==> src/rtl/cache_arbiter.sv <==
// Arbiter sharing one physical-memory port between I-cache and D-cache line requests.
// Define CACHE_ARB_ROUND_ROBIN_EN for round-robin grants; default is fixed D-side priority.
module cache_arbiter #(
  parameter int ADDR_W = 32,
  parameter int LINE_W = 256
) (
  input  logic              clk,
  input  logic              rst,
  input  logic              icache_read,
  input  logic [ADDR_W-1:0] icache_address,
  output logic [LINE_W-1:0] icache_rdata,
  output logic              icache_resp,
  input  logic              dcache_read,
  input  logic              dcache_write,
  input  logic [ADDR_W-1:0] dcache_address,
  input  logic [LINE_W-1:0] dcache_wdata,
  output logic [LINE_W-1:0] dcache_rdata,
  output logic              dcache_resp,
  output logic              pmem_read,
  output logic              pmem_write,
  output logic [ADDR_W-1:0] pmem_address,
  output logic [LINE_W-1:0] pmem_wdata,
  input  logic [LINE_W-1:0] pmem_rdata,
  input  logic              pmem_resp
);

  // state  | meaning
  // IDLE   | no transaction; arbitrate pending requests
  // I_BUSY | I-side line access in flight on pmem
  // D_BUSY | D-side line access in flight on pmem
  // DONE   | one-cycle resp to the granted side
  typedef enum logic [1:0] {IDLE, I_BUSY, D_BUSY, DONE} state_e;

  state_e              state_q, state_d;
  logic                gnt_d_q, gnt_d_d;
  logic                op_wr_q, op_wr_d;
  logic [ADDR_W-1:0]   addr_q, addr_d;
  logic [LINE_W-1:0]   wdata_q, wdata_d;
  logic [LINE_W-1:0]   irdata_q, irdata_d;
  logic [LINE_W-1:0]   drdata_q, drdata_d;
  logic                i_req, d_req, pick_d, busy;

  assign i_req = icache_read;
  assign d_req = dcache_read | dcache_write;

  // gnt_d_q keeps the side of the most recent grant; round robin uses it as last-grant.
`ifdef CACHE_ARB_ROUND_ROBIN_EN
  assign pick_d = d_req & (~i_req | ~gnt_d_q);
`else
  assign pick_d = d_req;
`endif

  always_comb begin
    state_d  = state_q;
    gnt_d_d  = gnt_d_q;
    op_wr_d  = op_wr_q;
    addr_d   = addr_q;
    wdata_d  = wdata_q;
    irdata_d = irdata_q;
    drdata_d = drdata_q;
    case (state_q)
      IDLE: begin
        if (i_req || d_req) begin
          gnt_d_d = pick_d;
          state_d = pick_d ? D_BUSY : I_BUSY;
          addr_d  = pick_d ? dcache_address : icache_address;
          op_wr_d = pick_d & dcache_write;
          if (pick_d) wdata_d = dcache_wdata;
        end
      end
      I_BUSY, D_BUSY: begin
        if (pmem_resp) begin
          state_d = DONE;
          if (!op_wr_q) begin
            if (state_q == I_BUSY) irdata_d = pmem_rdata;
            else                   drdata_d = pmem_rdata;
          end
        end
      end
      DONE:    state_d = IDLE;
      default: state_d = IDLE;
    endcase
  end

  always_ff @(posedge clk or negedge rst) begin
    if (!rst) begin
      state_q  <= IDLE;
      gnt_d_q  <= 1'b0;
      op_wr_q  <= 1'b0;
      addr_q   <= '0;
      wdata_q  <= '0;
      irdata_q <= '0;
      drdata_q <= '0;
    end else begin
      state_q  <= state_d;
      gnt_d_q  <= gnt_d_d;
      op_wr_q  <= op_wr_d;
      addr_q   <= addr_d;
      wdata_q  <= wdata_d;
      irdata_q <= irdata_d;
      drdata_q <= drdata_d;
    end
  end

  assign busy         = (state_q == I_BUSY) || (state_q == D_BUSY);
  assign pmem_read    = busy & ~op_wr_q;
  assign pmem_write   = busy & op_wr_q;
  assign pmem_address = addr_q;
  assign pmem_wdata   = wdata_q;
  assign icache_resp  = (state_q == DONE) & ~gnt_d_q;
  assign dcache_resp  = (state_q == DONE) & gnt_d_q;
  assign icache_rdata = irdata_q;
  assign dcache_rdata = drdata_q;

endmodule

==> config.mk <==
export PLATFORM = sky130hd
export DESIGN_NAME = cache_arbiter
export DESIGN_NICKNAME = d
export VERILOG_FILES = /design/src/rtl/cache_arbiter.sv
export SDC_FILE = /design/constraint.sdc
export NUM_CORES = 1
export LEC_CHECK = 0
export ABC_AREA = 1
export CAP_MARGIN = 10
export CORE_AREA = 2 2 536 538
export CTS_BUF_LIST = sky130_fd_sc_hd__clkbuf_16
export DETAILED_ROUTE_END_ITERATION = 10
export DIE_AREA = 0 0 538 540
export PLACE_DENSITY_LB_ADDON = 0.1
export SLEW_MARGIN = 40
export SYNTH_ARGS = -nofsm -noshare
export SYNTH_HDL_FRONTEND = slang
export SYNTH_SLANG_ARGS = --single-unit
export TNS_END_PERCENT = 100
==> constraint.sdc <==
create_clock -name clk -period 1.7 [get_ports clk]
set_input_delay 0.17 -clock clk [delete_from_list [all_inputs] [get_ports clk]]
set_output_delay 0.17 -clock clk [all_outputs]
set_load 0.01 [all_outputs]
==> impl_metrics.py, run 1 <==
metrics = {
    "critical_path": {
        "cp-end-kind": "output pin",
        "crit_fanout": 3,
        "criticalPathCategory": "reg2out",
        "critPathRequiredTime_ps": 1530,
        "reg2reg_slack_ps": -300,
        "crit_path_cell_trace": "inv_2, ha_4, buf_6, nand2_1, inv_2, buf_12",
        "cpMaxStageDelayCell": "dfrtp_1",
        "regToRegEndpoint": "icache_rdata[10]",
        "r2r_start": "state_q[1]",
        "reg2reg_depth": 12,
        "cpMostUsedCell": "inv_2",
        "critPathMaxStageDelay_ps": 370,
        "crit_arrival_ps": 1850,
        "cp-start-kind": "flip-flop",
    },
    "placement": {
        "place_ws_ps": -201,
        "place_hpwl_mm": 153,
        "port-buffer-count": 1385,
        "place_area_um2": 50800,
        "gp_congestion": 0.804,
        "place_inst": 8446,
    },
    "finish": {
        "area.growth.synth_to_final_pct": 85.4,
        "finalNonFillerCells": 9320,
        "multiInputGateArea_um2": 8710,
        "drive_above_1_share_pct": 23.0,
        "nets": 6006,
        "fin_util_pct": 20.3,
        "fillerInstances": 31866,
        "final_area_um2": 57800,
        "regArea_um2": 20200,
    },
    "power": {
        "p_per_area_nw_per_um2": 1770,
        "peakVddDrop_mv": 0.751,
        "leakage_nw": 28.4,
    },
    "timing": {
        "fmax_mhz": 495,
        "skew_ps": 37.9,
        "rsz0062_at_grt": "yes",
        "tightest_slew_ps": 699,
        "maxSlewViolCount": 0,
        "slew-limit-headroom_pct": 53.4,
        "period_share_pct": 119,
        "final-hold-violation-count": 0,
        "setup_viol": 516,
        "layout_min_cycle_time_ps": 2020,
        "worst_slack_ps": -321,
        "worst_hold_slack_ps": 60.3,
    },
    "synth": {
        "synth_warnings": 0,
        "synthSimpleGateAreaFrac_pct": 19.2,
        "synth_top_family_by_area": "simple AND/OR/NAND/NOR gates",
        "async_flop_share_pct": 100,
        "yosysSeqAreaShare_pct": 64.5,
        "synthMuxAreaShare_pct": 0,
        "yosys.area.top_type": "dfrtp_1",
        "synthXorXnorAreaFrac_pct": 0,
        "syn_area_um2": 31200,
        "synth_top_cells_by_area": "dfrtp_1 65%, nand2_1 15%, o21ai_1 8.1%",
        "synth_edf_count": 0,
        "syn_avg_cell_area_um2": 9.45,
        "yosysMostFrequentCell": "nand2_1",
        "ys_types": 20,
        "synth_cells": 3300,
        "synth_commonest_cells": "1235 x nand2_1, 804 x dfrtp_1, 507 x o21ai_1",
        "synth.net_count": 3886,
        "synth_ff_type": "dfrtp_1",
        "synth_top_area_share_pct": 64.5,
        "synth_compound_area_share_pct": 8.36,
        "ys_ff_latch": 804,
        "synthAdderAreaFrac_pct": 0.161,
    },
    "job": {
        "cap_violations": 0,
    },
    "drt": {
        "drt_iter0_drc": 1382,
        "drt_pass1_iterations": 5,
        "antenna_left": 0,
        "wire_per_inst_um": 21.2,
        "wl_met1_mm": 82.2,
        "dr_total_vias": 30848,
        "dr.max_layer_used": "met5",
        "dr_wl_met3_mm": 16.6,
        "drc": 0,
        "wl_met2_mm": 95.3,
        "wl_mm": 198,
        "via_per_inst": 3.31,
    },
    "cts": {
        "htree_num_levels": 3,
        "cts_buffers": 114,
        "cts_root_buffer": "clkbuf_16",
        "cts_tree": "yes",
        "clock-sinks": 804,
        "cts.path.max_buffers": 4,
        "clk_pin_slew_worst_paths_ps": 60,
        "worstSkewPairLatency_ps": 840,
    },
    "floorplanning": {
        "die_area_um2": 291000,
        "fp.dieH_um": 540,
        "rows": 196,
        "fp.coreArea_um2": 284000,
        "pin_count": 1386,
        "die_x_um": 538,
        "start_util_pct": 11.0,
    },
    "global_route": {
        "overflow": 0,
        "track_usage_pct": 12.8,
        "grt_max_degree": 79,
        "grt_antenna_before_repair": 82,
        "grt_pass1_wl_mm": 265,
        "grt_pass1_vias": 32298,
    },
    "status": {
        "outcome": "complete, but fails checks",
        "violations": "setup timing",
    },
    "min_path": {
        "hold_end": "pmem_wdata[7]",
        "min_from": "dcache_wdata[7]",
        "hold_class": "in2reg",
        "min_path_cells": 3,
    },
}
==> per-layer routing <==
layer	vias up	GRT usage (%)
li1	14801	-
met4	48	2.80
met3	218	4.48
met2	1025	22.0
met5	-	0
met1	14756	15.1
==> through the flow <==
step / setup TNS (ps) / power, mW
floorplan: 0 / 52.0
global placement: -46260 / 86.4
detailed placement: -62330 / 86.4
CTS: -74150 / 104
global route: -134390 / 110
finish: -84890 / 102
==> how the worst max path moves through the flow <==
| stage | start | to | slack, ps |
|---|---|---|---|
| finish | state_q[1] | pmem_write | -320 |
| detailed placement | dcache_write | pmem_wdata[108] | -200 |
| CTS | state_q[1] | pmem_read | -470 |
| floorplan | state_q[0] | dcache_rdata[10] | 40 |
| global placement | dcache_write | pmem_wdata[76] | -180 |
| global route | state_q[1] | pmem_read | -450 |
==> timing repair <==
| action | CTS | global route |
|---|---|---|
| hold buffers | 536 | 0 |
| setup endpoints to repair | 1306 | 519 |
| pin swaps | 3 | 2 |
| buffers inserted | 35 | 14 |
| endpoints found under the hold margin | 1564 | 0 |
| gates cloned | 7 | 28 |
| gates resized for setup | 3309 | 24 |
==> area by class of cell <==
| type | instances | share of cell area [%] |
|---|---|---|
| multi-input combinational | 2019 | 15.1 |
| sequential | 804 | 34.9 |
| clock inverter | 82 | 0.790 |
| antenna | 58 | 0.251 |
| tap | 3762 | 8.15 |
| clock buffer | 114 | 4.94 |
| timing repair buffer | 2214 | 34.2 |
| inverter | 267 | 1.73 |
==> cell usage in the layout, fill, tap and decap left out, types with 2 or more instances in the layout <==
cell type	n
nor2_4	2
buf_8	3
ha_4	2
nand2_4	2
buf_4	184
buf_16	17
clkinv_2	15
nand3_1	259
diode_2	58
dlygate4sd3_1	536
o21ai_1	505
clkdlybuf4s50_1	580
bufinv_16	2
dfrtp_1	778
nand2_1	1233
inv_16	2
buf_12	68
clkinv_4	2
inv_2	5
o21ai_2	8
ha_1	2
clkbuf_16	137
inv_1	292
clkinv_1	28
buf_6	48
dfrtp_2	26
clkdlybuf4s15_2	51
buf_2	684
clkdlybuf4s15_1	19
==> kinds of logic (layout without fill, tap and decap cells) <==
logic type      Yosys count  count (layout)
buf+inv                 477            2677
other cells               0              58
flops                   804             804
simple gates           1500            1500
fa+ha+maj                 4               4
compound gates          515             515
==> power breakdown <==
group	leakage [nW]	total (mW)	switching [mW]	internal, mW
Clock	1.74	22.2	9.84	12.3
Combinational	16.6	45.9	27.2	18.7
Sequential	10.0	34.3	5.65	28.6
Total	28.4	102	42.7	59.6
==> worst max-delay path, delay by kind of cell (launching register included) <==
| kind | cells | cell delay, ps |
|---|---|---|
| flops | 1 | 370 |
| buf+inv | 4 | 340 |
| fa+ha+maj | 1 | 270 |
| simple gates | 1 | 50 |
==> registers in the layout (all words and copies together), names as in the netlist <==
| name | cells |
|---|---|
| gnt_d_q | 1 |
| pmem_address | 32 |
| pmem_wdata | 256 |
| dcache_rdata | 256 |
| icache_rdata | 256 |
| op_wr_q | 1 |
| state_q | 2 |
(Power assumes the default switching activity.)
==> inputs of run 2 (changes only) <==
--- a/config.mk
+++ b/config.mk
@@ -5,13 +5,13 @@
 export SDC_FILE = /design/constraint.sdc
 export NUM_CORES = 1
 export LEC_CHECK = 0
-export ABC_AREA = 1
-export CAP_MARGIN = 10
-export CORE_AREA = 2 2 536 538
+export CAP_MARGIN = 20
+export CORE_AREA = 2 2 533 535
 export CTS_BUF_LIST = sky130_fd_sc_hd__clkbuf_16
 export DETAILED_ROUTE_END_ITERATION = 10
-export DIE_AREA = 0 0 538 540
+export DIE_AREA = 0 0 535 537
 export PLACE_DENSITY_LB_ADDON = 0.1
+export REMOVE_ABC_BUFFERS = 1
 export SLEW_MARGIN = 40
 export SYNTH_ARGS = -nofsm -noshare
 export SYNTH_HDL_FRONTEND = slang
==> run 2 against run 1 <==
The flow still finishes with violations (setup timing). First-iteration DRC count down 42%. Die area is 1.1% lower. Total power up 9.5%. Routed wire length decreased by 3.0%. Sequential power barely moved. Cell count shrank 16%. Via count is 22% lower. Critical endpoint is now dcache_rdata[57]. Highest routed layer unchanged.
==> impl_metrics.py, run 2 <==
metrics = {
    "timing": {
        "period_share_pct": 128,
        "worst_slack_ps": -473,
        "setup_viol": 642,
        "layout_min_cycle_time_ps": 2170,
        "final-hold-violation-count": 0,
        "skew_ps": 26.6,
        "maxSlewViolCount": 0,
        "rsz0062_at_grt": "yes",
        "tightest_slew_ps": 437,
        "fmax_mhz": 460,
        "setup_tns_ps": -186260,
        "slew-limit-headroom_pct": 70.8,
    },
    "finish": {
        "fillerInstances": 30346,
        "nets": 4523,
        "final_area_um2": 59500,
        "finalNonFillerCells": 7794,
        "drive_above_1_share_pct": 48.4,
        "area.growth.synth_to_final_pct": 93.5,
        "final_cell_mix": "788 x dfrtp_1, 663 x buf_2, 580 x clkdlybuf4s50_1, 502 x dlygate4sd3_1, 398 x mux2_4",
        "layout_commonest_cell": "dfrtp_1",
    },
    "critical_path": {
        "cp-end-kind": "flip-flop",
        "cp-start-kind": "flip-flop",
        "crit_arrival_ps": 2880,
        "criticalPathCategory": "reg2reg",
        "crit_fanout": 8,
        "critPathRequiredTime_ps": 2410,
    },
    "synth": {
        "syn_avg_cell_area_um2": 17.2,
        "synth_ff_type": "dfrtp_1",
        "ys_types": 25,
        "synth_cells": 1791,
        "synth_top_area_share_pct": 65.4,
        "yosysSeqAreaShare_pct": 65.4,
        "yosysMostFrequentCell": "dfrtp_1",
        "syn_area_um2": 30800,
        "synth_commonest_cells": "804 x dfrtp_1, 569 x mux2_2, 100 x mux2_1, 100 x mux2_4, 44 x buf_2",
        "ys_ff_latch": 804,
        "yosys.area.top_type": "dfrtp_1",
        "synth_edf_count": 0,
        "synth_top_cells_by_area": "dfrtp_1 65%, mux2_2 21%, mux2_4 4.9%",
        "async_flop_share_pct": 100,
        "synth_warnings": 0,
    },
    "drt": {
        "drt_iter0_drc": 796,
        "drt_pass1_iterations": 4,
        "wl_mm": 192,
        "drc": 0,
        "antenna_left": 0,
        "via_per_inst": 3.11,
        "wire_per_inst_um": 24.6,
        "dr_total_vias": 24201,
    },
    "floorplanning": {
        "start_util_pct": 10.9,
        "fp.coreArea_um2": 281000,
        "pin_count": 1386,
        "die_x_um": 535,
        "die_area_um2": 287000,
        "rows": 195,
        "fp.dieH_um": 537,
    },
    "job": {
        "cap_violations": 0,
    },
    "cts": {
        "clk_pin_slew_worst_paths_ps": 60,
        "cts_tree": "yes",
        "cts_root_buffer": "clkbuf_16",
        "htree_num_levels": 3,
        "clock-sinks": 804,
        "cts_buffers": 116,
        "cts.path.max_buffers": 4,
        "worstSkewPairLatency_ps": 830,
    },
    "power": {
        "leakage_nw": 26.7,
        "peakVddDrop_mv": 0.827,
        "p_per_area_nw_per_um2": 1880,
    },
    "global_route": {
        "grt_pass1_wl_mm": 246,
        "grt_max_degree": 67,
        "track_usage_pct": 12.5,
        "grt_antenna_before_repair": 69,
        "grt_pass1_vias": 26093,
        "overflow": 0,
    },
    "placement": {
        "place_inst": 6947,
        "place_hpwl_mm": 146,
        "gp_congestion": 0.765,
        "place_ws_ps": -514,
        "port-buffer-count": 1385,
        "place_area_um2": 50000,
    },
    "min_path": {
        "hold_class": "in2reg",
    },
    "status": {
        "violations": "setup timing",
        "outcome": "complete, but fails checks",
    },
}
run 2: cell types whose count changed after synthesis, sizes merged, moves of 92 or more:
cell	previous run	this run
inv	267	2
buf	184	92
mux2	0	769
o21ai	514	33
nand2	1236	37
nand3	260	1
run 2: power breakdown:
| part | internal (mW) | switching, mW |
|---|---|---|
| sequential | 29.0 | 5.51 |
| clock | 14.3 | 9.87 |
| combinational | 28.3 | 25.0 |
| total | 71.7 | 40.4 |
run 2: path summary, 6_finish.rpt:
kind                            depth (start not counted)                end          startpoint  slack (ps)
worst max-delay path                                    9   dcache_rdata[57]          state_q[1]        -470
worst min-delay path                                    3   pmem_address[26]  icache_address[26]          80
worst min register to register                          2   pmem_address[18]    pmem_address[18]         480
worst max register to register                          9   dcache_rdata[57]          state_q[1]        -470
max in group asynchronous                               6  dcache_rdata[132]                 rst         310
min in group asynchronous                               4   dcache_rdata[80]                 rst         370
run 2: cell type report:
cell class,count,area (um^2),share of cell area [%]
inverter,2,7.51,0.0126
timing repair buffer,2123,19900,33.4
tap,3743,4680,7.87
antenna,26,65.1,0.109
clock buffer,117,2930,4.92
sequential,804,20100,33.8
multi-input combinational,890,11000,18.5
clock inverter,89,754,1.27
run 2: timing repair:
item / 4_1_cts / 5_1_grt
resized for setup: 3410 / 336
pin swaps: 2 / 0
buffers inserted: 46 / 27
cloned: 27 / 36
endpoints found under the hold margin: 1505 / 0
setup endpoints to repair: 1567 / 733
hold buffers: 503 / 0
run 2: metrics by stage:
stage	utilization (%)	power, mW	hold WS, ps
final	21.2	112	82.8
after global routing	21.1	119	28.4
after CTS	20.5	110	0.636
after detailed placement	17.8	87.0	17.5
after global placement	17.8	87.0	20.9
after floorplan	-	46.9	-126
run 2: layer usage:
layer  GRT usage [%]  up-vias  part of all wire (%)
met4            2.74       32                   1.8
li1                -    10736                     -
met2            20.7     1000                    47
met1            14.9    12231                    41
met3            5.34      202                    10
met5               0        -                  0.11
run 2: cells by family after synthesis:
family | count (synthesis) | synth area share, %
flops | 804 | 65.4
simple gates | 47 | 0.671
buf+inv | 97 | 2.67
mux | 803 | 30.5
fa+ha+maj | 4 | 0.163
compound gates | 36 | 0.594
run 2: critical path, stage by stage, from the launching register on:
cell and delay [ps]:
dfrtp_1 370, inv_2 60, ha_4 270, nor2b_4 170, and3b_4 250, buf_12 160
buf_12 130, clkbuf_16 160, buf_12 170, mux2_4 310
==> inputs of run 3 (changes only) <==
--- a/config.mk
+++ b/config.mk
@@ -6,10 +6,11 @@
 export NUM_CORES = 1
 export LEC_CHECK = 0
 export CAP_MARGIN = 20
-export CORE_AREA = 2 2 533 535
+export CORE_AREA = 2 2 535 537
 export CTS_BUF_LIST = sky130_fd_sc_hd__clkbuf_16
 export DETAILED_ROUTE_END_ITERATION = 10
-export DIE_AREA = 0 0 535 537
+export DIE_AREA = 0 0 537 539
+export DONT_BUFFER_PORTS = 1
 export PLACE_DENSITY_LB_ADDON = 0.1
 export REMOVE_ABC_BUFFERS = 1
 export SLEW_MARGIN = 40
==> run 3 against run 2 <==
Non-clock buffer count shrank 1184. Critical path type unchanged. Clock skew increased by 7.8 ps. Largest cell class unchanged. The run ends with hold timing, setup timing left. Die area up 0.75%. Critical endpoint is now dcache_rdata[228].
==> impl_metrics.py, run 3 (same netlist as run 2, synthesis figures left out) <==
metrics = {
    "min_path": {
        "hold_class": "in2async",
    },
    "timing": {
        "maxSlewViolCount": 0,
        "slew-limit-headroom_pct": 53.2,
        "period_share_pct": 126,
        "setup_viol": 716,
        "rsz0062_at_grt": "yes",
        "layout_min_cycle_time_ps": 2140,
        "tightest_slew_ps": 702,
        "skew_ps": 34.4,
        "worst_slack_ps": -439,
        "worst_hold_slack_ps": -715,
        "final-hold-violation-count": 285,
        "fmax_mhz": 467,
    },
    "global_route": {
        "grt_pass1_wl_mm": 213,
        "overflow": 0,
        "grt_antenna_before_repair": 112,
        "grt_pass1_vias": 21881,
        "track_usage_pct": 10.8,
        "grt_use_met3_pct": 5.92,
        "met1_usage_pct": 12.0,
        "grt_max_degree": 173,
        "grt.busiest_layer": "met2",
        "grtUsageMet2_pct": 17.8,
    },
    "floorplanning": {
        "rows": 196,
        "die_area_um2": 289000,
        "fp.coreArea_um2": 284000,
        "die_x_um": 537,
        "pin_count": 1386,
        "fp.dieH_um": 539,
        "start_util_pct": 10.8,
    },
    "cts": {
        "cts.path.max_buffers": 4,
        "clk_pin_slew_worst_paths_ps": 60,
        "cts_root_buffer": "clkbuf_16",
        "clock-sinks": 804,
        "htree_num_levels": 3,
        "worstSkewPairLatency_ps": 820,
        "cts_buffers": 111,
        "cts_tree": "yes",
    },
    "critical_path": {
        "r2r_start": "state_q[0]",
        "startpoint": "state_q[0]",
        "cpMaxStageDelayCell": "dfrtp_1",
        "crit_fanout": 10,
        "cp-start-kind": "flip-flop",
        "critPathRequiredTime_ps": 2380,
        "critPathMaxStageDelay_ps": 390,
        "criticalPathCategory": "reg2reg",
        "crit_arrival_ps": 2820,
        "cpMostUsedCell": "buf_4",
        "crit_path_cell_trace": "buf_4, ha_2, and3b_4, buf_4, buf_16, clkbuf_16, mux2_2",
        "cp-end-kind": "flip-flop",
    },
    "drt": {
        "via_per_inst": 3.04,
        "drt_iter0_drc": 853,
        "drc": 0,
        "wl_mm": 169,
        "dr_total_vias": 20164,
        "antenna_left": 0,
        "drt_pass1_iterations": 4,
        "wire_per_inst_um": 25.5,
    },
    "power": {
        "p_seq_share_pct": 48.5,
        "intPower_mw": 59.5,
        "leakage_nw": 20.6,
        "p_switching_mw": 35.7,
        "clkPwrFrac_pct": 25.1,
        "peakVddDrop_mv": 0.805,
        "swShare_pct": 37.5,
        "p_per_area_nw_per_um2": 1920,
        "power_frac_comb_pct": 26.4,
    },
    "finish": {
        "layout_commonest_cell": "dfrtp_1",
        "nets": 3334,
        "fillerInstances": 30864,
        "drive_above_1_share_pct": 36.7,
        "final_cell_mix": "804 x dfrtp_1, 796 x dlygate4sd3_1, 503 x mux2_2, 223 x mux2_4, 132 x clkbuf_16",
        "multiInputGateArea_um2": 10400,
        "fin_util_pct": 17.4,
        "area.growth.synth_to_final_pct": 61.0,
        "finalNonFillerCells": 6623,
        "regArea_um2": 20100,
    },
    "placement": {
        "place_hpwl_mm": 129,
        "place_inst": 5533,
        "port-buffer-count": 0,
        "gp_congestion": 0.877,
    },
    "status": {
        "outcome": "complete, but fails checks",
        "violations": "hold timing, setup timing",
    },
    "job": {
        "cap_violations": 0,
    },
}
[run 3: cell types whose count changed in the layout (fill, tap and decap cells not counted), sizes merged]
cell           delta
clkinv            +1
diode             -1
dlygate4sd3     +294
inv               -7
clkbuf           -20
dlymetal6s2s      -7
bufinv            +3
clkdlybuf4s50   -580
buf             -774
clkdlybuf4s15   -103
clkinvlp          +4
[run 3: area by class of cell]
class,count,share of cell area [%]
Antenna cell,25,0.126
Clock buffer,111,5.61
Clock inverter,90,1.76
Inverter,2,0.0152
Multi-Input combinational cell,890,20.9
Sequential cell,804,40.6
Tap cell,3762,9.51
Timing Repair Buffer,939,21.4
[run 3: metal layers]
metal  vias up  part of all wire (%)
met5         -                  0.18
met4        44                   2.8
met3       254                    13
met2      1132                    46
met1     10429                    37
li1       8305                     -
[run 3: metrics by stage]
step / setup WS (ps) / area [um^2] / hold slack (ps) / setup TNS [ps] / power, mW
after CTS: -492 / 48300 / -811 / -233060 / 95.1
after detailed placement: -573 / 35700 / -124 / -279380 / 65.9
final: -439 / 49500 / -715 / -196150 / 95.1
after floorplan: -11140 / 29900 / -126 / -6700470 / 46.9
after global placement: -606 / 35500 / -97.1 / -286960 / 65.3
after global routing: -517 / 49500 / -763 / -260890 / 100
[run 3: power groups by stage]
stage / Sequential (mW) / Combinational (mW) / Clock, mW
after floorplan: 35.9 / 11.0 / 0
after global placement: 47.4 / 17.9 / 0
after CTS: 46.8 / 23.4 / 25.0
after detailed placement: 46.9 / 19.0 / 0
final: 46.1 / 25.2 / 23.9
after global routing: 47.5 / 27.2 / 25.7
[run 3: worst max-delay path: cells and delay by family, from the launching register on]
kind / cells / cell delay [ps]
buf+inv: 4 / 660
flops: 1 / 390
simple gates: 1 / 370
mux: 1 / 330
fa+ha+maj: 1 / 200
[run 3: final timing paths]
check                               endpoint  slack, ps  cells after the start
max                        dcache_rdata[228]       -440                      7
min in group clk           icache_rdata[237]         80                      2
max reg2reg                dcache_rdata[228]       -440                      7
max in group asynchronous   dcache_rdata[87]        290                      4
min reg2reg                  pmem_wdata[140]        520                      1
min                          pmem_wdata[209]       -710                      1
[run 3: what timing repair did]
action / 4_1_cts / 5_1_grt
pin swaps: 2 / 1
hold endpoints to repair: 1213 / 299
gates resized for setup: 95 / 133
endpoints found under the setup margin: 777 / 750
hold buffers: 796 / 1
gates cloned: 11 / 25
buffers inserted: 23 / 13
